$ cat src/rtl/cache_axi_arbiter_pkg.sv
// Shared constants for the icache/dcache memory-port arbiter.
package cache_axi_arbiter_pkg;

  // Requester ids; also used as bit positions in request/grant vectors
  localparam logic IC = 1'b0;
  localparam logic DC = 1'b1;

  // Read FSM encodings
  localparam logic [0:0] R_IDLE = 1'b0;
  localparam logic [0:0] R_BUSY = 1'b1;

  // rd_type encodings seen on the cache/bridge interface
  localparam logic [2:0] RD_BYTE = 3'b000;
  localparam logic [2:0] RD_HALF = 3'b001;
  localparam logic [2:0] RD_WORD = 3'b010;
  localparam logic [2:0] RD_LINE = 3'b100;

endpackage

$ cat src/rtl/cache_axi_arbiter_if.sv
// Cache-side and bridge-side handshake bundle of the memory-port arbiter.
// master: the arbiter's view; slave: the caches/bridge environment view.
interface cache_axi_arbiter_if #(
  parameter int ADDR_W = 32,
  parameter int LINE_W = 128
);
  // icache read channel
  logic              ic_rd_req;
  logic [2:0]        ic_rd_type;
  logic [ADDR_W-1:0] ic_rd_addr;
  logic              ic_rd_rdy;
  logic              ic_ret_valid;
  logic              ic_ret_last;
  // dcache read channel
  logic              dc_rd_req;
  logic [2:0]        dc_rd_type;
  logic [ADDR_W-1:0] dc_rd_addr;
  logic              dc_rd_rdy;
  logic              dc_ret_valid;
  logic              dc_ret_last;
  logic [31:0]       ret_data;
  // dcache write-back channel
  logic              dc_wr_req;
  logic [2:0]        dc_wr_type;
  logic [ADDR_W-1:0] dc_wr_addr;
  logic [3:0]        dc_wr_wstrb;
  logic [LINE_W-1:0] dc_wr_data;
  logic              dc_wr_rdy;
  // bridge read side
  logic              mem_rd_req;
  logic [2:0]        mem_rd_type;
  logic [ADDR_W-1:0] mem_rd_addr;
  logic              mem_rd_rdy;
  logic              mem_ret_valid;
  logic              mem_ret_last;
  logic [31:0]       mem_ret_data;
  // bridge write side
  logic              mem_wr_req;
  logic [2:0]        mem_wr_type;
  logic [ADDR_W-1:0] mem_wr_addr;
  logic [3:0]        mem_wr_wstrb;
  logic [LINE_W-1:0] mem_wr_data;
  logic              mem_wr_rdy;
  logic              mem_wr_done;

  modport master (
    input  ic_rd_req, ic_rd_type, ic_rd_addr,
    output ic_rd_rdy, ic_ret_valid, ic_ret_last,
    input  dc_rd_req, dc_rd_type, dc_rd_addr,
    output dc_rd_rdy, dc_ret_valid, dc_ret_last, ret_data,
    input  dc_wr_req, dc_wr_type, dc_wr_addr, dc_wr_wstrb, dc_wr_data,
    output dc_wr_rdy,
    output mem_rd_req, mem_rd_type, mem_rd_addr,
    input  mem_rd_rdy, mem_ret_valid, mem_ret_last, mem_ret_data,
    output mem_wr_req, mem_wr_type, mem_wr_addr, mem_wr_wstrb, mem_wr_data,
    input  mem_wr_rdy, mem_wr_done
  );

  modport slave (
    output ic_rd_req, ic_rd_type, ic_rd_addr,
    input  ic_rd_rdy, ic_ret_valid, ic_ret_last,
    output dc_rd_req, dc_rd_type, dc_rd_addr,
    input  dc_rd_rdy, dc_ret_valid, dc_ret_last, ret_data,
    output dc_wr_req, dc_wr_type, dc_wr_addr, dc_wr_wstrb, dc_wr_data,
    input  dc_wr_rdy,
    input  mem_rd_req, mem_rd_type, mem_rd_addr,
    output mem_rd_rdy, mem_ret_valid, mem_ret_last, mem_ret_data,
    input  mem_wr_req, mem_wr_type, mem_wr_addr, mem_wr_wstrb, mem_wr_data,
    output mem_wr_rdy, mem_wr_done
  );

endinterface

$ cat src/rtl/cache_axi_arbiter_rr_arbiter2.sv
// Two-way round-robin grant: on a tie, the requester not granted last wins.
module rr_arbiter2
  import cache_axi_arbiter_pkg::*;
(
  input  logic [1:0] req,
  input  logic       last,
  output logic [1:0] gnt
);

  // One-hot grant; tie broken away from the previous winner
  always_comb begin
    gnt = req;
    if (&req) begin
      gnt = '0;
      if (last == IC) gnt[DC] = 1'b1;
      else            gnt[IC] = 1'b1;
    end
  end

endmodule

$ cat src/rtl/cache_axi_arbiter.sv
// Shares one memory-bridge port between icache and dcache: round-robin reads
// with one read outstanding, beat routing to the owner, and dcache write-back
// forwarding with a read-after-write line hazard block.
module cache_axi_arbiter
  import cache_axi_arbiter_pkg::*;
#(
  parameter int ADDR_W   = 32,
  parameter int LINE_OFF = 4,
  parameter int LINE_W   = 128
) (
  input  logic                clk_g,
  input  logic                resetn,
  cache_axi_arbiter_if.master bus
);

  localparam int LA_W = ADDR_W - LINE_OFF;

  logic [0:0]      rd_state;
  logic            owner;
  logic            rr_last;
  logic            wr_pend;
  logic [LA_W-1:0] wr_line;

  logic [LA_W-1:0] ic_line, dc_line, wr_in_line;
  logic            wr_open, wr_acc;
  logic            ic_haz, dc_haz;
  logic [1:0]      elig, gnt;
  logic            rd_idle, rd_busy, rd_acc;

  assign ic_line    = bus.ic_rd_addr[ADDR_W-1:LINE_OFF];
  assign dc_line    = bus.dc_rd_addr[ADDR_W-1:LINE_OFF];
  assign wr_in_line = bus.dc_wr_addr[ADDR_W-1:LINE_OFF];

  // Write path: combinational pass-through, closed while a write is pending
  assign wr_open          = resetn & ~wr_pend;
  assign bus.mem_wr_req   = wr_open & bus.dc_wr_req;
  assign bus.dc_wr_rdy    = wr_open & bus.mem_wr_rdy;
  assign bus.mem_wr_type  = bus.dc_wr_type;
  assign bus.mem_wr_addr  = bus.dc_wr_addr;
  assign bus.mem_wr_wstrb = bus.dc_wr_wstrb;
  assign bus.mem_wr_data  = bus.dc_wr_data;
  assign wr_acc           = bus.mem_wr_req & bus.mem_wr_rdy;

  // A read must not overtake a write-back to the same line, including one
  // being accepted in this very cycle.
  assign ic_haz = (wr_pend && (ic_line == wr_line)) || (wr_acc && (ic_line == wr_in_line));
  assign dc_haz = (wr_pend && (dc_line == wr_line)) || (wr_acc && (dc_line == wr_in_line));
  assign elig   = {bus.dc_rd_req & ~dc_haz, bus.ic_rd_req & ~ic_haz};

  rr_arbiter2 u_rr (
    .req  (elig),
    .last (rr_last),
    .gnt  (gnt)
  );

  // Read request side: only offered from R_IDLE
  assign rd_idle         = resetn & (rd_state == R_IDLE);
  assign rd_busy         = resetn & (rd_state == R_BUSY);
  assign bus.mem_rd_req  = rd_idle & (|gnt);
  assign bus.mem_rd_type = gnt[DC] ? bus.dc_rd_type : bus.ic_rd_type;
  assign bus.mem_rd_addr = gnt[DC] ? bus.dc_rd_addr : bus.ic_rd_addr;
  assign bus.ic_rd_rdy   = rd_idle & gnt[IC] & bus.mem_rd_rdy;
  assign bus.dc_rd_rdy   = rd_idle & gnt[DC] & bus.mem_rd_rdy;
  assign rd_acc          = bus.mem_rd_req & bus.mem_rd_rdy;

  // Return routing: beats only reach the owner while a read is outstanding
  assign bus.ic_ret_valid = rd_busy & (owner == IC) & bus.mem_ret_valid;
  assign bus.dc_ret_valid = rd_busy & (owner == DC) & bus.mem_ret_valid;
  assign bus.ic_ret_last  = bus.ic_ret_valid & bus.mem_ret_last;
  assign bus.dc_ret_last  = bus.dc_ret_valid & bus.mem_ret_last;
  assign bus.ret_data     = bus.mem_ret_data;

  // Read FSM: idle -> busy on accept, back to idle after the last beat
  always_ff @(posedge clk_g or negedge resetn) begin
    if (!resetn) begin
      rd_state <= R_IDLE;
      owner    <= IC;
      rr_last  <= IC;
    end else begin
      case (rd_state)
        R_IDLE: begin
          if (rd_acc) begin
            rd_state <= R_BUSY;
            owner    <= gnt[DC] ? DC : IC;
            rr_last  <= gnt[DC] ? DC : IC;
          end
        end
        R_BUSY: begin
          if (bus.mem_ret_valid && bus.mem_ret_last) rd_state <= R_IDLE;
        end
        default: rd_state <= R_IDLE;
      endcase
    end
  end

  // Write-pending tracker: set on accept, cleared by the write response
  always_ff @(posedge clk_g or negedge resetn) begin
    if (!resetn) begin
      wr_pend <= 1'b0;
      wr_line <= '0;
    end else if (wr_acc) begin
      wr_pend <= 1'b1;
      wr_line <= wr_in_line;
    end else if (wr_pend && bus.mem_wr_done) begin
      wr_pend <= 1'b0;
    end
  end

endmodule

$ cat src/flat_wrapper.sv
// flat-port wrapper written by rule: the top's interface ports become plain ports
module cache_axi_arbiter_flat import cache_axi_arbiter_pkg::*;
#(
  parameter int ADDR_W   = 32,
  parameter int LINE_OFF = 4,
  parameter int LINE_W   = 128
)
  (clk_g, resetn, bus_ic_rd_req, bus_ic_rd_type, bus_ic_rd_addr, bus_ic_rd_rdy, bus_ic_ret_valid, bus_ic_ret_last, bus_dc_rd_req, bus_dc_rd_type, bus_dc_rd_addr, bus_dc_rd_rdy, bus_dc_ret_valid, bus_dc_ret_last, bus_ret_data, bus_dc_wr_req, bus_dc_wr_type, bus_dc_wr_addr, bus_dc_wr_wstrb, bus_dc_wr_data, bus_dc_wr_rdy, bus_mem_rd_req, bus_mem_rd_type, bus_mem_rd_addr, bus_mem_rd_rdy, bus_mem_ret_valid, bus_mem_ret_last, bus_mem_ret_data, bus_mem_wr_req, bus_mem_wr_type, bus_mem_wr_addr, bus_mem_wr_wstrb, bus_mem_wr_data, bus_mem_wr_rdy, bus_mem_wr_done);
  cache_axi_arbiter_if #(.ADDR_W(ADDR_W), .LINE_W(LINE_W)) bus_i ();
  input  logic clk_g;
  input  logic resetn;
  input wire logic [$bits(bus_i.ic_rd_req)-1:0] bus_ic_rd_req;
  input wire logic [$bits(bus_i.ic_rd_type)-1:0] bus_ic_rd_type;
  input wire logic [$bits(bus_i.ic_rd_addr)-1:0] bus_ic_rd_addr;
  output wire logic [$bits(bus_i.ic_rd_rdy)-1:0] bus_ic_rd_rdy;
  output wire logic [$bits(bus_i.ic_ret_valid)-1:0] bus_ic_ret_valid;
  output wire logic [$bits(bus_i.ic_ret_last)-1:0] bus_ic_ret_last;
  input wire logic [$bits(bus_i.dc_rd_req)-1:0] bus_dc_rd_req;
  input wire logic [$bits(bus_i.dc_rd_type)-1:0] bus_dc_rd_type;
  input wire logic [$bits(bus_i.dc_rd_addr)-1:0] bus_dc_rd_addr;
  output wire logic [$bits(bus_i.dc_rd_rdy)-1:0] bus_dc_rd_rdy;
  output wire logic [$bits(bus_i.dc_ret_valid)-1:0] bus_dc_ret_valid;
  output wire logic [$bits(bus_i.dc_ret_last)-1:0] bus_dc_ret_last;
  output wire logic [$bits(bus_i.ret_data)-1:0] bus_ret_data;
  input wire logic [$bits(bus_i.dc_wr_req)-1:0] bus_dc_wr_req;
  input wire logic [$bits(bus_i.dc_wr_type)-1:0] bus_dc_wr_type;
  input wire logic [$bits(bus_i.dc_wr_addr)-1:0] bus_dc_wr_addr;
  input wire logic [$bits(bus_i.dc_wr_wstrb)-1:0] bus_dc_wr_wstrb;
  input wire logic [$bits(bus_i.dc_wr_data)-1:0] bus_dc_wr_data;
  output wire logic [$bits(bus_i.dc_wr_rdy)-1:0] bus_dc_wr_rdy;
  output wire logic [$bits(bus_i.mem_rd_req)-1:0] bus_mem_rd_req;
  output wire logic [$bits(bus_i.mem_rd_type)-1:0] bus_mem_rd_type;
  output wire logic [$bits(bus_i.mem_rd_addr)-1:0] bus_mem_rd_addr;
  input wire logic [$bits(bus_i.mem_rd_rdy)-1:0] bus_mem_rd_rdy;
  input wire logic [$bits(bus_i.mem_ret_valid)-1:0] bus_mem_ret_valid;
  input wire logic [$bits(bus_i.mem_ret_last)-1:0] bus_mem_ret_last;
  input wire logic [$bits(bus_i.mem_ret_data)-1:0] bus_mem_ret_data;
  output wire logic [$bits(bus_i.mem_wr_req)-1:0] bus_mem_wr_req;
  output wire logic [$bits(bus_i.mem_wr_type)-1:0] bus_mem_wr_type;
  output wire logic [$bits(bus_i.mem_wr_addr)-1:0] bus_mem_wr_addr;
  output wire logic [$bits(bus_i.mem_wr_wstrb)-1:0] bus_mem_wr_wstrb;
  output wire logic [$bits(bus_i.mem_wr_data)-1:0] bus_mem_wr_data;
  input wire logic [$bits(bus_i.mem_wr_rdy)-1:0] bus_mem_wr_rdy;
  input wire logic [$bits(bus_i.mem_wr_done)-1:0] bus_mem_wr_done;
  assign bus_i.ic_rd_req = bus_ic_rd_req;
  assign bus_i.ic_rd_type = bus_ic_rd_type;
  assign bus_i.ic_rd_addr = bus_ic_rd_addr;
  assign bus_ic_rd_rdy = bus_i.ic_rd_rdy;
  assign bus_ic_ret_valid = bus_i.ic_ret_valid;
  assign bus_ic_ret_last = bus_i.ic_ret_last;
  assign bus_i.dc_rd_req = bus_dc_rd_req;
  assign bus_i.dc_rd_type = bus_dc_rd_type;
  assign bus_i.dc_rd_addr = bus_dc_rd_addr;
  assign bus_dc_rd_rdy = bus_i.dc_rd_rdy;
  assign bus_dc_ret_valid = bus_i.dc_ret_valid;
  assign bus_dc_ret_last = bus_i.dc_ret_last;
  assign bus_ret_data = bus_i.ret_data;
  assign bus_i.dc_wr_req = bus_dc_wr_req;
  assign bus_i.dc_wr_type = bus_dc_wr_type;
  assign bus_i.dc_wr_addr = bus_dc_wr_addr;
  assign bus_i.dc_wr_wstrb = bus_dc_wr_wstrb;
  assign bus_i.dc_wr_data = bus_dc_wr_data;
  assign bus_dc_wr_rdy = bus_i.dc_wr_rdy;
  assign bus_mem_rd_req = bus_i.mem_rd_req;
  assign bus_mem_rd_type = bus_i.mem_rd_type;
  assign bus_mem_rd_addr = bus_i.mem_rd_addr;
  assign bus_i.mem_rd_rdy = bus_mem_rd_rdy;
  assign bus_i.mem_ret_valid = bus_mem_ret_valid;
  assign bus_i.mem_ret_last = bus_mem_ret_last;
  assign bus_i.mem_ret_data = bus_mem_ret_data;
  assign bus_mem_wr_req = bus_i.mem_wr_req;
  assign bus_mem_wr_type = bus_i.mem_wr_type;
  assign bus_mem_wr_addr = bus_i.mem_wr_addr;
  assign bus_mem_wr_wstrb = bus_i.mem_wr_wstrb;
  assign bus_mem_wr_data = bus_i.mem_wr_data;
  assign bus_i.mem_wr_rdy = bus_mem_wr_rdy;
  assign bus_i.mem_wr_done = bus_mem_wr_done;
  cache_axi_arbiter #(.ADDR_W(ADDR_W), .LINE_OFF(LINE_OFF), .LINE_W(LINE_W)) u_core (.clk_g(clk_g), .resetn(resetn), .bus(bus_i));
endmodule
$ cat config.mk
export PLATFORM = sky130hd
export DESIGN_NAME = cache_axi_arbiter_flat
export DESIGN_NICKNAME = d
export VERILOG_FILES = /design/src/rtl/cache_axi_arbiter_pkg.sv /design/src/rtl/cache_axi_arbiter_if.sv /design/src/rtl/cache_axi_arbiter_rr_arbiter2.sv /design/src/rtl/cache_axi_arbiter.sv /design/src/flat_wrapper.sv
export SDC_FILE = /design/constraint.sdc
export NUM_CORES = 1
export LEC_CHECK = 0
export BUFFER_PORTS_ARGS = -buffer_cell sky130_fd_sc_hd__clkbuf_2
export CAP_MARGIN = 20
export CORE_AREA = 2 2 203 205
export CTS_CLUSTER_DIAMETER = 40
export DETAILED_ROUTE_END_ITERATION = 8
export DIE_AREA = 0 0 205 207
export SYNTH_ARGS = -nofsm -noshare
export SYNTH_HDL_FRONTEND = slang
export SYNTH_SLANG_ARGS = --single-unit
$ cat constraint.sdc
create_clock -name clk_g -period 3.5 [get_ports clk_g]
set_input_delay 0.525 -clock clk_g [delete_from_list [all_inputs] [get_ports clk_g]]
set_output_delay 0.525 -clock clk_g [all_outputs]
set_load 0.1 [all_outputs]
# Yosys cells after proc, flatten, opt, wreduce, memory -nomap -nowiden

Index checks and enable logic that the tools add are counted.

Equal/unequal tests: 4
Multiplexer cells: 11
Bitwise logic cells: 25
Reductions and logical operators: 12

Operators with widths:

| kind              | number |
|---|---|
| $eq 28x28->1      | 4 |
| $mux 32           | 1 |
| $and 1x1->1       | 20 |
| $mux 1            | 7 |
| $logic_and 1x1->1 | 6 |
| $not 1->1         | 5 |
| $reduce_and 2->1  | 2 |
| $mux 3            | 1 |
| $logic_or 1x1->1  | 2 |
| $mux 2            | 1 |
| $pmux 1 s2        | 1 |
| $reduce_bool 2->1 | 1 |
| $reduce_or 2->1   | 1 |

Flip-flop bits (word level): 31
Output and inout port bits: 243
Logic and storage cells: 56

# Longest topological paths before layout

Gate-level depths: netlist of run 1.

Depth in word-level cells: 15
Depth in mapped cells: 8
Gate-level depth less buffers: 7

# By module

From an unflattened synthesis of run 1, not the netlist that was laid out.

Cell total of the unflattened synthesis: 477
Area total of the unflattened synthesis: 4,403.0 um^2

Modules (own cells, without submodules):

| module            | instances | cells each | area an instance (um^2) | sequential area each (um^2) |
|---|---|---|---|---|
| cache_axi_arbiter | 1         | 474        | 4,384.2                 | 775.7 |
| rr_arbiter2       | 1         | 3          | 18.8                    | 0.0 |

# Worst setup path before layout of run 1

Ideal clock, no wire load.

Kind: input to output
Start point: in resetn
End point: out bus_dc_rd_rdy
Arrival: 4.485 ns
Required time: 2.975 ns
Path slack: -1.510 ns
Cell stages on the path: 6
Path buffers: 0
Cell sequence: nor2b_1 and2_1 nand2_1 o41ai_2 nor2_2 a211oi_1

Word-level cells in the longest chain between the ends: 11
Elaborated cells on any way between the ends: 16
Those cells by class: mux (1); bitwise (10); reduce/logical (5)

Ends and longest elaborated chain:

| element                              | line                                             | RTL |
|---|---|---|
| start: declaration                   | flat_wrapper.sv:11                               | `input logic resetn;` |
| $and 1x1->1 (*)                      | cache_axi_arbiter.sv:35                          | `assign wr_open = resetn & ~wr_pend;` |
| $and 1x1->1 (*)                      | cache_axi_arbiter.sv:36                          | `assign bus.mem_wr_req = wr_open & bus.dc_wr_req;` |
| via bus_mem_wr_req                   | flat_wrapper.sv:38                               | `output wire logic [$bits(bus_i.mem_wr_req)-1:0] bus_mem_wr_req;` |
| $and 1x1->1 (*)                      | cache_axi_arbiter.sv:42                          | `assign wr_acc = bus.mem_wr_req & bus.mem_wr_rdy;` |
| $logic_and 1x1->1 (on tied branches) | cache_axi_arbiter.sv:46, cache_axi_arbiter.sv:47 |  |
| $logic_or 1x1->1 (on tied branches)  | cache_axi_arbiter.sv:46, cache_axi_arbiter.sv:47 |  |
| $not 1->1                            | cache_axi_arbiter.sv:48                          | `assign elig = {bus.dc_rd_req & ~dc_haz, bus.ic_rd_req & ~ic_haz};` |
| $and 1x1->1                          | cache_axi_arbiter.sv:48                          |  |
| $reduce_and 2->1                     | cache_axi_arbiter_rr_arbiter2.sv:13              | `if (&req) begin` |
| $mux 2 (*)                           | cache_axi_arbiter_rr_arbiter2.sv:13              |  |
| $and 1x1->1 (*) (2 in a row)         | cache_axi_arbiter.sv:63                          | `assign bus.dc_rd_rdy = rd_idle & gnt[DC] & bus.mem_rd_rdy;` |
| end: declaration                     | flat_wrapper.sv:21                               | `output wire logic [$bits(bus_i.dc_rd_rdy)-1:0] bus_dc_rd_rdy;` |

The timed path passes the listed nets; every way through them passes the cells marked *.

# Worst setup path in the final report of run 1

Start point: reg u_core.wr_line[25]
End point: out bus_mem_rd_addr[7]

Word-level cells in the longest chain between the ends: 8
Elaborated cells on any way between the ends: 13
Those cells by class: eq/ne (2); mux (2); bitwise (4); reduce/logical (5)

Ends and longest elaborated chain:

| element                              | line                                             | RTL |
|---|---|---|
| start: declaration                   | cache_axi_arbiter.sv:22                          | `logic [LA_W-1:0] wr_line;` |
| start signal: assignment             | cache_axi_arbiter.sv:103                         | `wr_line <= wr_in_line;` |
| $eq 28x28->1 (on tied branches)      | cache_axi_arbiter.sv:46, cache_axi_arbiter.sv:47 |  |
| $logic_and 1x1->1 (on tied branches) | cache_axi_arbiter.sv:46, cache_axi_arbiter.sv:47 |  |
| $logic_or 1x1->1 (on tied branches)  | cache_axi_arbiter.sv:46, cache_axi_arbiter.sv:47 |  |
| $not 1->1                            | cache_axi_arbiter.sv:48                          |  |
| $and 1x1->1                          | cache_axi_arbiter.sv:48                          |  |
| $reduce_and 2->1                     | cache_axi_arbiter_rr_arbiter2.sv:13              |  |
| $mux 2 (*)                           | cache_axi_arbiter_rr_arbiter2.sv:13              |  |
| $mux 32 (*)                          | cache_axi_arbiter.sv:61                          | `assign bus.mem_rd_addr = gnt[DC] ? bus.dc_rd_addr : bus.ic_rd_addr;` |
| end: declaration                     | flat_wrapper.sv:33                               | `output wire logic [$bits(bus_i.mem_rd_addr)-1:0] bus_mem_rd_addr;` |

Every way passes the cells marked *; elsewhere a longest branch is shown, timed or not.

==> results of run 1 <==
## per-layer routing
metal	up-vias	GRT usage (%)	share of wire (%)	wire, µm
li1	1445	-	-	-
met1	1563	10.4	29	7810
met2	290	22.5	53	13900
met3	55	7.14	15	4020
met4	0	3.62	2.9	770
met5	-	0	0	0
## cells in the final DEF, fill, tap and decap left out, types with 2 or more instances in the layout
master,instances
dfrtp_1,31
nor4_2,9
nand3_1,3
mux2_2,31
buf_4,43
xor2_1,67
and2_1,3
buf_12,41
xor2_2,4
inv_1,2
nor3_1,3
o21ai_0,2
clkbuf_2,135
buf_6,3
buf_2,2
nor4_4,2
nand2_1,4
clkbuf_16,5
nor4_1,8
nor2_1,3
nand4_1,12
clkbuf_4,2
mux2_4,32
buf_16,2
xnor2_1,41
## per-stage QoR
| stage | hold WS (ns) | setup TNS, ns |
|---|---|---|
| final | 0.381 | 0 |
| after CTS | 0.398 | -0.00764 |
| after global placement | 0.525 | -6.28 |
| after global routing | 0.419 | -1.17 |
| after detailed placement | 0.543 | -6.62 |
| after floorplan | 0.229 | 0 |
## power by group through the flow
stage	logic, mW	clock network, mW	registers [mW]
2_1_floorplan	1.95	0	0.528
3_3_place_gp	1.59	0	0.540
3_5_place_dp	1.59	0	0.546
4_1_cts	1.67	0.446	0.538
5_1_grt	1.75	0.459	0.551
6_report	1.67	0.434	0.541
## timing repair
action / CTS / global route
endpoints found under the setup margin: 35 / 35
gates cloned: 2 / 0
setup buffers: 7 / 4
pin swaps: 9 / 12
resized for setup: 17 / 24
## final timing paths
| kind | from | to | slack [ns] | depth (start not counted) |
|---|---|---|---|---|
| hold / removal | resetn | u_core.wr_line[22] | 0.38 | 2 |
| setup / recovery | u_core.wr_line[25] | bus_mem_rd_addr[7] | 0.02 | 11 |
| min in group clk_g | bus_mem_wr_done | u_core.wr_pend | 0.45 | 2 |
| max in group asynchronous | resetn | u_core.wr_line[2] | 2.78 | 2 |
| hold reg to reg | u_core.rd_state | u_core.rd_state | 0.56 | 2 |
| setup reg to reg | u_core.wr_line[25] | u_core.rd_state | 1.23 | 10 |
## layout make-up
class                      count  area share (%)
clock buffer                   6            2.17
clock inverter                 2           0.211
inverter                       2           0.127
multi-input combinational    240            40.4
sequential                    31            13.1
tap                          532            11.2
timing repair buffer         229            32.8
## kinds of logic (layout without fill, tap and decap cells)
family,Yosys count,after routing,share of synthesized area (%)
buffers and inverters,207,239,34.3
XOR/XNOR,112,112,21.6
multiplexers,63,63,18.1
AND/OR/NAND/NOR,55,55,7.16
flip-flops,31,31,17.1
AO/OA/AOI/OAI,10,10,1.84
## registers in the layout (all words and copies together), names as in the netlist
signal,cells
u_core.rd_state,1
u_core.owner,1
u_core.wr_pend,1
u_core.wr_line,28
## worst max-delay path, cell delays in order (launching register included)
cell and delay [ns]:
dfrtp_1 0.41, xor2_2 0.17, nor4_2 0.30, buf_4 0.17, nand3_4 0.08, nor4_4 0.36
nor2_2 0.10, a21oi_4 0.21, buf_6 0.17, buf_12 0.15, mux2_4 0.33, buf_12 0.17
## synthesized netlist by cell type
cell type  number
nand3b_1        1
nand2_1         5
xor2_1         71
buf_4         199
nor3_1          3
nor2_1          3
buf_1           2
a21oi_1         2
clkbuf_1        1
nand4_1        12
nor3b_1         1
a211oi_1        1
nor2_2          1
o21ai_0         2
o41ai_1         1
or3_2           1
a21o_1          2
o41ai_2         1
nand3_1         4
a21oi_4         1
mux2_2         33
xnor2_1        41
nor2b_1         1
nor4_1         18
and2_1          4
nor4_2          1
inv_1           2
buf_8           3
dfrtp_1        31
mux2_4         30
==> flow_metrics.env, run 1 <==
export IMPL_status="finished, final reports clean"
export IMPL_vias_per_cell=3.22
export IMPL_seq_area_frac_synth_pct=17.1
export IMPL_vdd_drop_max_uv=214
export IMPL_hp_class="in2async"
export IMPL_fin_cells=1042
export IMPL_wirelength_um=26500
export IMPL_startpoint_type="flop"
export IMPL_maxCapViolations=0
export IMPL_final_period_utilization_pct=99.4
export IMPL_numPortBuffers=179
export IMPL_n_antenna_cell=0
export IMPL_cts_tree="done"
export IMPL_rsz0062_at_grt="true"
export IMPL_htree_levels=2
export IMPL_synth_cells=478
export IMPL_syn_area_um2=4550
export IMPL_max_freq_ghz=0.287
export IMPL_antenna_found_initial=1
export IMPL_dp_worst_setup_slack_ns=-0.239
export IMPL_dr_pass1_iters=4
export IMPL_netlist_top_cells_area="buf_4 (33%), dfrtp_1 (17%), xor2_1 (14%), mux2_4 (9.9%), mux2_2 (8.2%)"
export IMPL_fin_ws_ns=0.0206
export IMPL_postCtsHoldBufs=0
export IMPL_multi_input_area_um2=2400
export IMPL_pwr_share_clk_pct=16.4
export IMPL_fillers=4628
export IMPL_dpl_instance_area_um2=5470
export IMPL_yosysTopAreaCell="buf_4"
export IMPL_die_area_um2=42400
export IMPL_arrival_ns=2.95
export IMPL_slew_headroom_pct=57.5
export IMPL_root_buffer="clkbuf_16"
export IMPL_yosysWarnings=0
export IMPL_fin_area_um2=5930
export IMPL_ios=522
export IMPL_p_int_mw=1.36
export IMPL_cts_path_max_buffers=2
export IMPL_drcViolationCount=0
export IMPL_seq_area_um2=776
export IMPL_utilization_pct=14.7
export IMPL_initial_core_util_pct=11.3
export IMPL_path_class="reg2out"
export IMPL_place_congestion=0.768
export IMPL_power_leakage_nw=2.57
export IMPL_powerDensity_nw_per_um2=445
export IMPL_wl_per_cell_um=25.5
export IMPL_final_hold_violation_count=0
export IMPL_grt_total_usage_pct=11.9
export IMPL_num_rows=74
export IMPL_path_clk_slew_ns=0.06
export IMPL_grt_pass1_vias=3754
export IMPL_first_iter_violations=67
export IMPL_setup_viol=0
export IMPL_power_total_mw=2.64
export IMPL_power_frac_seq_pct=20.5
export IMPL_area_growth_pct=30.6
export IMPL_dp_final_hpwl_um=24000
export IMPL_worst_pin_slew_ns=0.640
export IMPL_crit_required_ns=2.97
export IMPL_switching_share_pct=48.5
export IMPL_cts_sinks=31
export IMPL_synth_cell_types=30
export IMPL_grt_overflow_total=0
export IMPL_power_switching_mw=1.28
export IMPL_vias=3353
export IMPL_finClkSkew_ns=0.00891
export IMPL_fp_dieH_um=207
export IMPL_period_needed_ns=3.48
export IMPL_grt_max_degree=35
export IMPL_final_max_slew_viol_count=0
export IMPL_end_kind="output port"
export IMPL_drive_gt1_share_pct=64.1
export IMPL_core_area_um2=40400
export IMPL_syn_area_per_cell_um2=9.51
export IMPL_clk_latency_ns=0.29
export IMPL_die_w_um=205
export IMPL_cts_buffers=5
export IMPL_worst_path_max_fanout=7
export IMPL_synth_top_area_share_pct=32.9
export IMPL_combPwrFrac_pct=63.1
export IMPL_antenna_left=0
export IMPL_dp_cells=1021
export IMPL_ys_ff_latch=31
export IMPL_syn_nets=757
export IMPL_grt_pass1_wl_um=33800
export IMPL_final_nets=788
Note: power is estimated with default switching activity, not from simulation.
==> run 2: changes to the inputs <==
--- a/config.mk
+++ b/config.mk
@@ -5,12 +5,13 @@
 export SDC_FILE = /design/constraint.sdc
 export NUM_CORES = 1
 export LEC_CHECK = 0
-export BUFFER_PORTS_ARGS = -buffer_cell sky130_fd_sc_hd__clkbuf_2
 export CAP_MARGIN = 20
-export CORE_AREA = 2 2 203 205
+export CORE_AREA = 2 2 205 207
 export CTS_CLUSTER_DIAMETER = 40
 export DETAILED_ROUTE_END_ITERATION = 8
-export DIE_AREA = 0 0 205 207
+export DIE_AREA = 0 0 207 209
+export DONT_BUFFER_PORTS = 1
+export SLEW_MARGIN = 5
 export SYNTH_ARGS = -nofsm -noshare
 export SYNTH_HDL_FRONTEND = slang
 export SYNTH_SLANG_ARGS = --single-unit
==> run 2 against run 1 <==
Compared with the run above:
- cell count is 19% lower
- design area down 29%
- core utilization fell by 4.5 points
- sequential power rose by 0.9%
- count of clock-buffer cells in the layout did not move
- register-to-register slack better by 0.06 ns
- non-clock buffer count fell by 207
- critical path depth is 1 lower
- global-route usage decreased by 0.54 points
- highest routed layer is now met5
==> flow_metrics.env, run 2 (synthesis results as in run 1) <==
export IMPL_drcViolationCount=0
export IMPL_rsz0062_at_grt="false"
export IMPL_numPortBuffers=0
export IMPL_first_iter_violations=117
export IMPL_layout_common_cells="xor2_1 (71), xnor2_1 (41), mux2_2 (33)"
export IMPL_final_max_slew_viol_count=0
export IMPL_final_period_utilization_pct=96.6
export IMPL_r2r_slack_ns=1.29
export IMPL_num_rows=75
export IMPL_grt_total_usage_pct=11.4
export IMPL_die_area_um2=43300
export IMPL_end_kind="output port"
export IMPL_die_w_um=207
export IMPL_path_class="in2out"
export IMPL_place_congestion=0.807
export IMPL_vias=2641
export IMPL_cts_sinks=31
export IMPL_startpoint_type="input pin"
export IMPL_max_freq_ghz=0.296
export IMPL_cts_tree="done"
export IMPL_worst_pin_slew_ns=0.495
export IMPL_final_hold_violation_count=0
export IMPL_final_common_cell="xor2_1"
export IMPL_grt_pass1_vias=2967
export IMPL_cts_buffers=5
export IMPL_utilization_pct=10.2
export IMPL_worst_path_max_fanout=16
export IMPL_crit_required_ns=2.97
export IMPL_ios=522
export IMPL_r2r_start="u_core.wr_pend"
export IMPL_cp_endpoint="bus_mem_rd_addr[0]"
export IMPL_crit_start="bus_dc_wr_addr[10]"
export IMPL_fin_cells=842
export IMPL_slew_headroom_pct=67.0
export IMPL_worstReg2RegEnd="u_core.rd_state"
export IMPL_r2r_cells=7
export IMPL_area_growth_pct=-7.21
export IMPL_vdd_drop_max_uv=204
export IMPL_initial_core_util_pct=11.0
export IMPL_antenna_left=0
export IMPL_n_antenna_cell=0
export IMPL_final_nets=581
export IMPL_clk_latency_ns=0.29
export IMPL_dpl_instance_area_um2=3990
export IMPL_dp_cells=833
export IMPL_setup_viol=0
export IMPL_core_area_um2=41300
export IMPL_drive_gt1_share_pct=35.6
export IMPL_root_buffer="clkbuf_16"
export IMPL_grt_max_degree=32
export IMPL_vias_per_cell=3.14
export IMPL_powerDensity_nw_per_um2=511
export IMPL_power_leakage_nw=1.51
export IMPL_finalSetupTns_ns=0
export IMPL_largest_register_ffs=28
export IMPL_grt_overflow_total=0
export IMPL_antenna_found_initial=0
export IMPL_grt_pass1_wl_um=32100
export IMPL_fin_area_um2=4220
export IMPL_arrival_ns=2.86
export IMPL_dr_pass1_iters=4
export IMPL_hp_class="in2async"
export IMPL_dp_final_hpwl_um=23400
export IMPL_period_needed_ns=3.38
export IMPL_largest_register="u_core.wr_line"
export IMPL_htree_levels=2
export IMPL_wl_per_cell_um=30.6
export IMPL_post_cts_setup_buffers=0
export IMPL_finClkSkew_ns=0.00690
export IMPL_status="finished, final reports clean"
export IMPL_wirelength_um=25700
export IMPL_fp_dieH_um=209
export IMPL_cts_path_max_buffers=2
export IMPL_maxCapViolations=0
export IMPL_path_clk_slew_ns=0.06
==> run 2: cell count changes in the layout (fill, tap and decap cells not counted), moves of 3 or more <==
cell,previous run,this run
buf_12,41,11
clkbuf_2,135,0
xor2_1,67,71
xor2_2,4,0
buf_6,3,0
buf_4,43,11
nor4_2,9,2
nor4_1,8,16
==> run 2: metrics by stage <==
stage                     power (mW)  worst slack [ns]  hold WS, ns
after global placement          1.59             0.176        0.232
after detailed placement        1.60             0.148        0.232
after CTS                       2.16            0.0142       0.0652
final                           2.16             0.118       0.0664
after floorplan                 2.48            0.0985        0.229
after global routing            2.24            0.0131       0.0720
==> run 2: critical path, cell delays in order <==
cell and delay [ns]:
xor2_1 0.15, nor4_1 0.36, buf_4 0.20, nand4_1 0.15, o41ai_4 0.35, nor2_2 0.11, a21oi_4 0.23, buf_12 0.20
mux2_2 0.38, buf_12 0.17
==> run 2: how the worst min path moves through the flow <==
| stage | slack [ns] | from | endpoint | cells past startpoint |
|---|---|---|---|---|
| 6_report | 0.07 | resetn | u_core.owner | 1 |
| 5_1_grt | 0.07 | resetn | u_core.rd_state | 1 |
| 4_1_cts | 0.07 | resetn | u_core.rd_state | 1 |
| 3_5_place_dp | 0.23 | resetn | u_core.wr_line[4] | 0 |
| 3_3_place_gp | 0.23 | resetn | u_core.wr_line[4] | 0 |
| 2_1_floorplan | 0.23 | resetn | u_core.owner | 0 |
==> run 2: timing repair <==
action | in CTS | in global routing
hold endpoints to repair | 31 | 0
hold buffers | 1 | 0
setup endpoints to repair | 24 | 24
resized for setup | 1 | 5
==> run 2: cell type report <==
| class | instances | area [µm²] |
|---|---|---|
| Sequential cell | 31 | 776 |
| Timing Repair Buffer | 22 | 303 |
| Tap cell | 539 | 674 |
| Inverter | 2 | 7.51 |
| Clock buffer | 6 | 139 |
| Fill cell | 4783 | 37100 |
| Clock inverter | 2 | 35.0 |
| Multi-Input combinational cell | 240 | 2280 |
==> run 2: routing by layer <==
metal  up-vias  global-route usage (%)  share of wire (%)
li1       1030                       -                  -
met1      1233                    8.78                 26
met2       322                    21.7                 54
met3        54                    8.76                 18
met4         2                    2.81                2.4
met5         -                    1.45               0.32
==> run 2: where the power goes <==
group          total [mW]  switching (mW)  internal [mW]
combinational        1.07           0.699          0.370
sequential          0.546           0.104          0.443
clock               0.540           0.186          0.354
total                2.16           0.988           1.17
==> run 3: changes to the inputs <==
--- a/config.mk
+++ b/config.mk
@@ -6,10 +6,10 @@
 export NUM_CORES = 1
 export LEC_CHECK = 0
 export CAP_MARGIN = 20
-export CORE_AREA = 2 2 205 207
+export CORE_AREA = 2 2 202 204
 export CTS_CLUSTER_DIAMETER = 40
 export DETAILED_ROUTE_END_ITERATION = 8
-export DIE_AREA = 0 0 207 209
+export DIE_AREA = 0 0 204 206
 export DONT_BUFFER_PORTS = 1
 export SLEW_MARGIN = 5
 export SYNTH_ARGS = -nofsm -noshare
==> run 3 against run 2 <==
Compared with the run above:
- die area fell by 2.9%
- non-clock buffer count is 21 higher
- clock power is 3% lower
- global-route usage down 0.23 points
- maximum frequency is 2.6% lower
- critical path type unchanged
- largest cell class unchanged
- largest power group unchanged
- highest routed layer is now met4
==> flow_metrics.env, run 3 (synthesis results as in run 1) <==
export IMPL_status="finished, final reports clean"
export IMPL_antenna_found_initial=1
export IMPL_grt_overflow_total=0
export IMPL_layout_common_cells="xor2_1 (71), xnor2_1 (41), mux2_2 (33)"
export IMPL_maxCapViolations=0
export IMPL_area_growth_pct=0.248
export IMPL_period_needed_ns=3.47
export IMPL_root_buffer="clkbuf_16"
export IMPL_final_nets=602
export IMPL_utilization_pct=11.3
export IMPL_crit_family="simple AND/OR/NAND/NOR gates"
export IMPL_final_hold_violation_count=0
export IMPL_cts_buffers=5
export IMPL_path_class="in2out"
export IMPL_slowest_stage="nor4_1"
export IMPL_power_total_mw=2.25
export IMPL_path_depth=10
export IMPL_cts_path_max_buffers=2
export IMPL_fillers=4618
export IMPL_num_rows=74
export IMPL_final_common_cell="xor2_1"
export IMPL_path_clk_slew_ns=0.06
export IMPL_seq_area_um2=776
export IMPL_timing_critical_path_mode_cell="buf_12"
export IMPL_grt_pass1_vias=3044
export IMPL_max_freq_ghz=0.288
export IMPL_finalSetupTns_ns=0
export IMPL_grt_max_degree=32
export IMPL_power_leakage_nw=1.67
export IMPL_vias=2726
export IMPL_critPathBufInv=3
export IMPL_hold_slack_ns=0.0823
export IMPL_multi_input_area_um2=2310
export IMPL_clk_latency_ns=0.28
export IMPL_first_iter_violations=97
export IMPL_cp_slowest_stage_delay_ns=0.58
export IMPL_vdd_drop_max_uv=260
export IMPL_grt_total_usage_pct=11.2
export IMPL_ios=522
export IMPL_crit_chain="xor2_1 > nor4_1 > nand2_1 > o41ai_2 > a21o_1 > a21oi_4 > buf_12 > buf_12 > mux2_4 > buf_12"
export IMPL_finClkSkew_ns=0.00676
export IMPL_worstReg2RegEnd="u_core.rd_state"
export IMPL_final_period_utilization_pct=99.2
export IMPL_slew_headroom_pct=57.7
export IMPL_drcViolationCount=0
export IMPL_cts_tree="done"
export IMPL_r2r_slack_ns=1.33
export IMPL_arrival_ns=2.95
export IMPL_wl_per_cell_um=29.1
export IMPL_worst_path_max_fanout=6
export IMPL_largest_register="u_core.wr_line"
export IMPL_drive_gt1_share_pct=41.0
export IMPL_die_area_um2=42000
export IMPL_place_congestion=0.798
export IMPL_powerDensity_nw_per_um2=494
export IMPL_largest_register_ffs=28
export IMPL_r2r_cells=8
export IMPL_dr_pass1_iters=4
export IMPL_core_area_um2=40200
export IMPL_fin_cells=857
export IMPL_initial_core_util_pct=11.3
export IMPL_htree_levels=2
export IMPL_die_w_um=204
export IMPL_dpl_instance_area_um2=4260
export IMPL_setup_viol=0
export IMPL_vias_per_cell=3.18
export IMPL_hp_class="in2async"
export IMPL_dp_worst_setup_slack_ns=-0.213
export IMPL_end_kind="output port"
export IMPL_wirelength_um=25000
export IMPL_fin_area_um2=4560
export IMPL_dp_final_hpwl_um=22400
export IMPL_startpoint_type="input pin"
export IMPL_worst_pin_slew_ns=0.628
export IMPL_final_max_slew_viol_count=0
export IMPL_dp_cells=843
export IMPL_r2r_start="u_core.wr_line[16]"
export IMPL_cts_sinks=31
export IMPL_crit_required_ns=2.97
export IMPL_fin_ws_ns=0.0281
export IMPL_numPortBuffers=0
export IMPL_grt_pass1_wl_um=30300
export IMPL_antenna_left=0
export IMPL_fp_dieH_um=206
[run 3: worst max path at each step]
stage                        from             endpoint  slack [ns]
6_report       bus_dc_rd_addr[10]  bus_mem_rd_addr[22]        0.03
5_1_grt        u_core.wr_line[22]  bus_mem_rd_addr[22]      -0.002
4_1_cts        bus_dc_rd_addr[30]  bus_mem_rd_addr[22]        0.01
3_5_place_dp               resetn  bus_mem_rd_addr[31]       -0.21
3_3_place_gp               resetn  bus_mem_rd_addr[31]       -0.17
2_1_floorplan              resetn       bus_mem_rd_req         0.1
[run 3: timing repair]
action	4_1_cts	5_1_grt
setup endpoints to repair	35	35
resized for setup	1	9
hold buffers	1	0
buffers inserted	3	1
endpoints found under the hold margin	31	0
pin swaps	2	0
[run 3: layer usage]
| metal | GRT usage [%] | share of wire (%) | vias to the layer above | wire [µm] |
|---|---|---|---|---|
| met2 | 19.7 | 50 | 324 | 12400 |
| met4 | 4.87 | 4.2 | 0 | 1040 |
| li1 | - | - | 1077 | - |
| met5 | 0 | 0 | - | 0 |
| met3 | 9.00 | 19 | 65 | 4690 |
| met1 | 8.94 | 27 | 1260 | 6840 |
[run 3: power by group]
part	internal (mW)	switching [mW]
logic	0.456	0.730
clock network	0.354	0.168
registers	0.443	0.0996
[run 3: area by class of cell]
type / instances / area share, %
Sequential cell: 31 / 17.0
Inverter: 2 / 0.165
Tap cell: 532 / 14.6
Timing Repair Buffer: 43 / 13.7
Multi-Input combinational cell: 240 / 50.7
Clock buffer: 6 / 3.05
Clock inverter: 2 / 0.769
Antenna cell: 1 / 0.0549
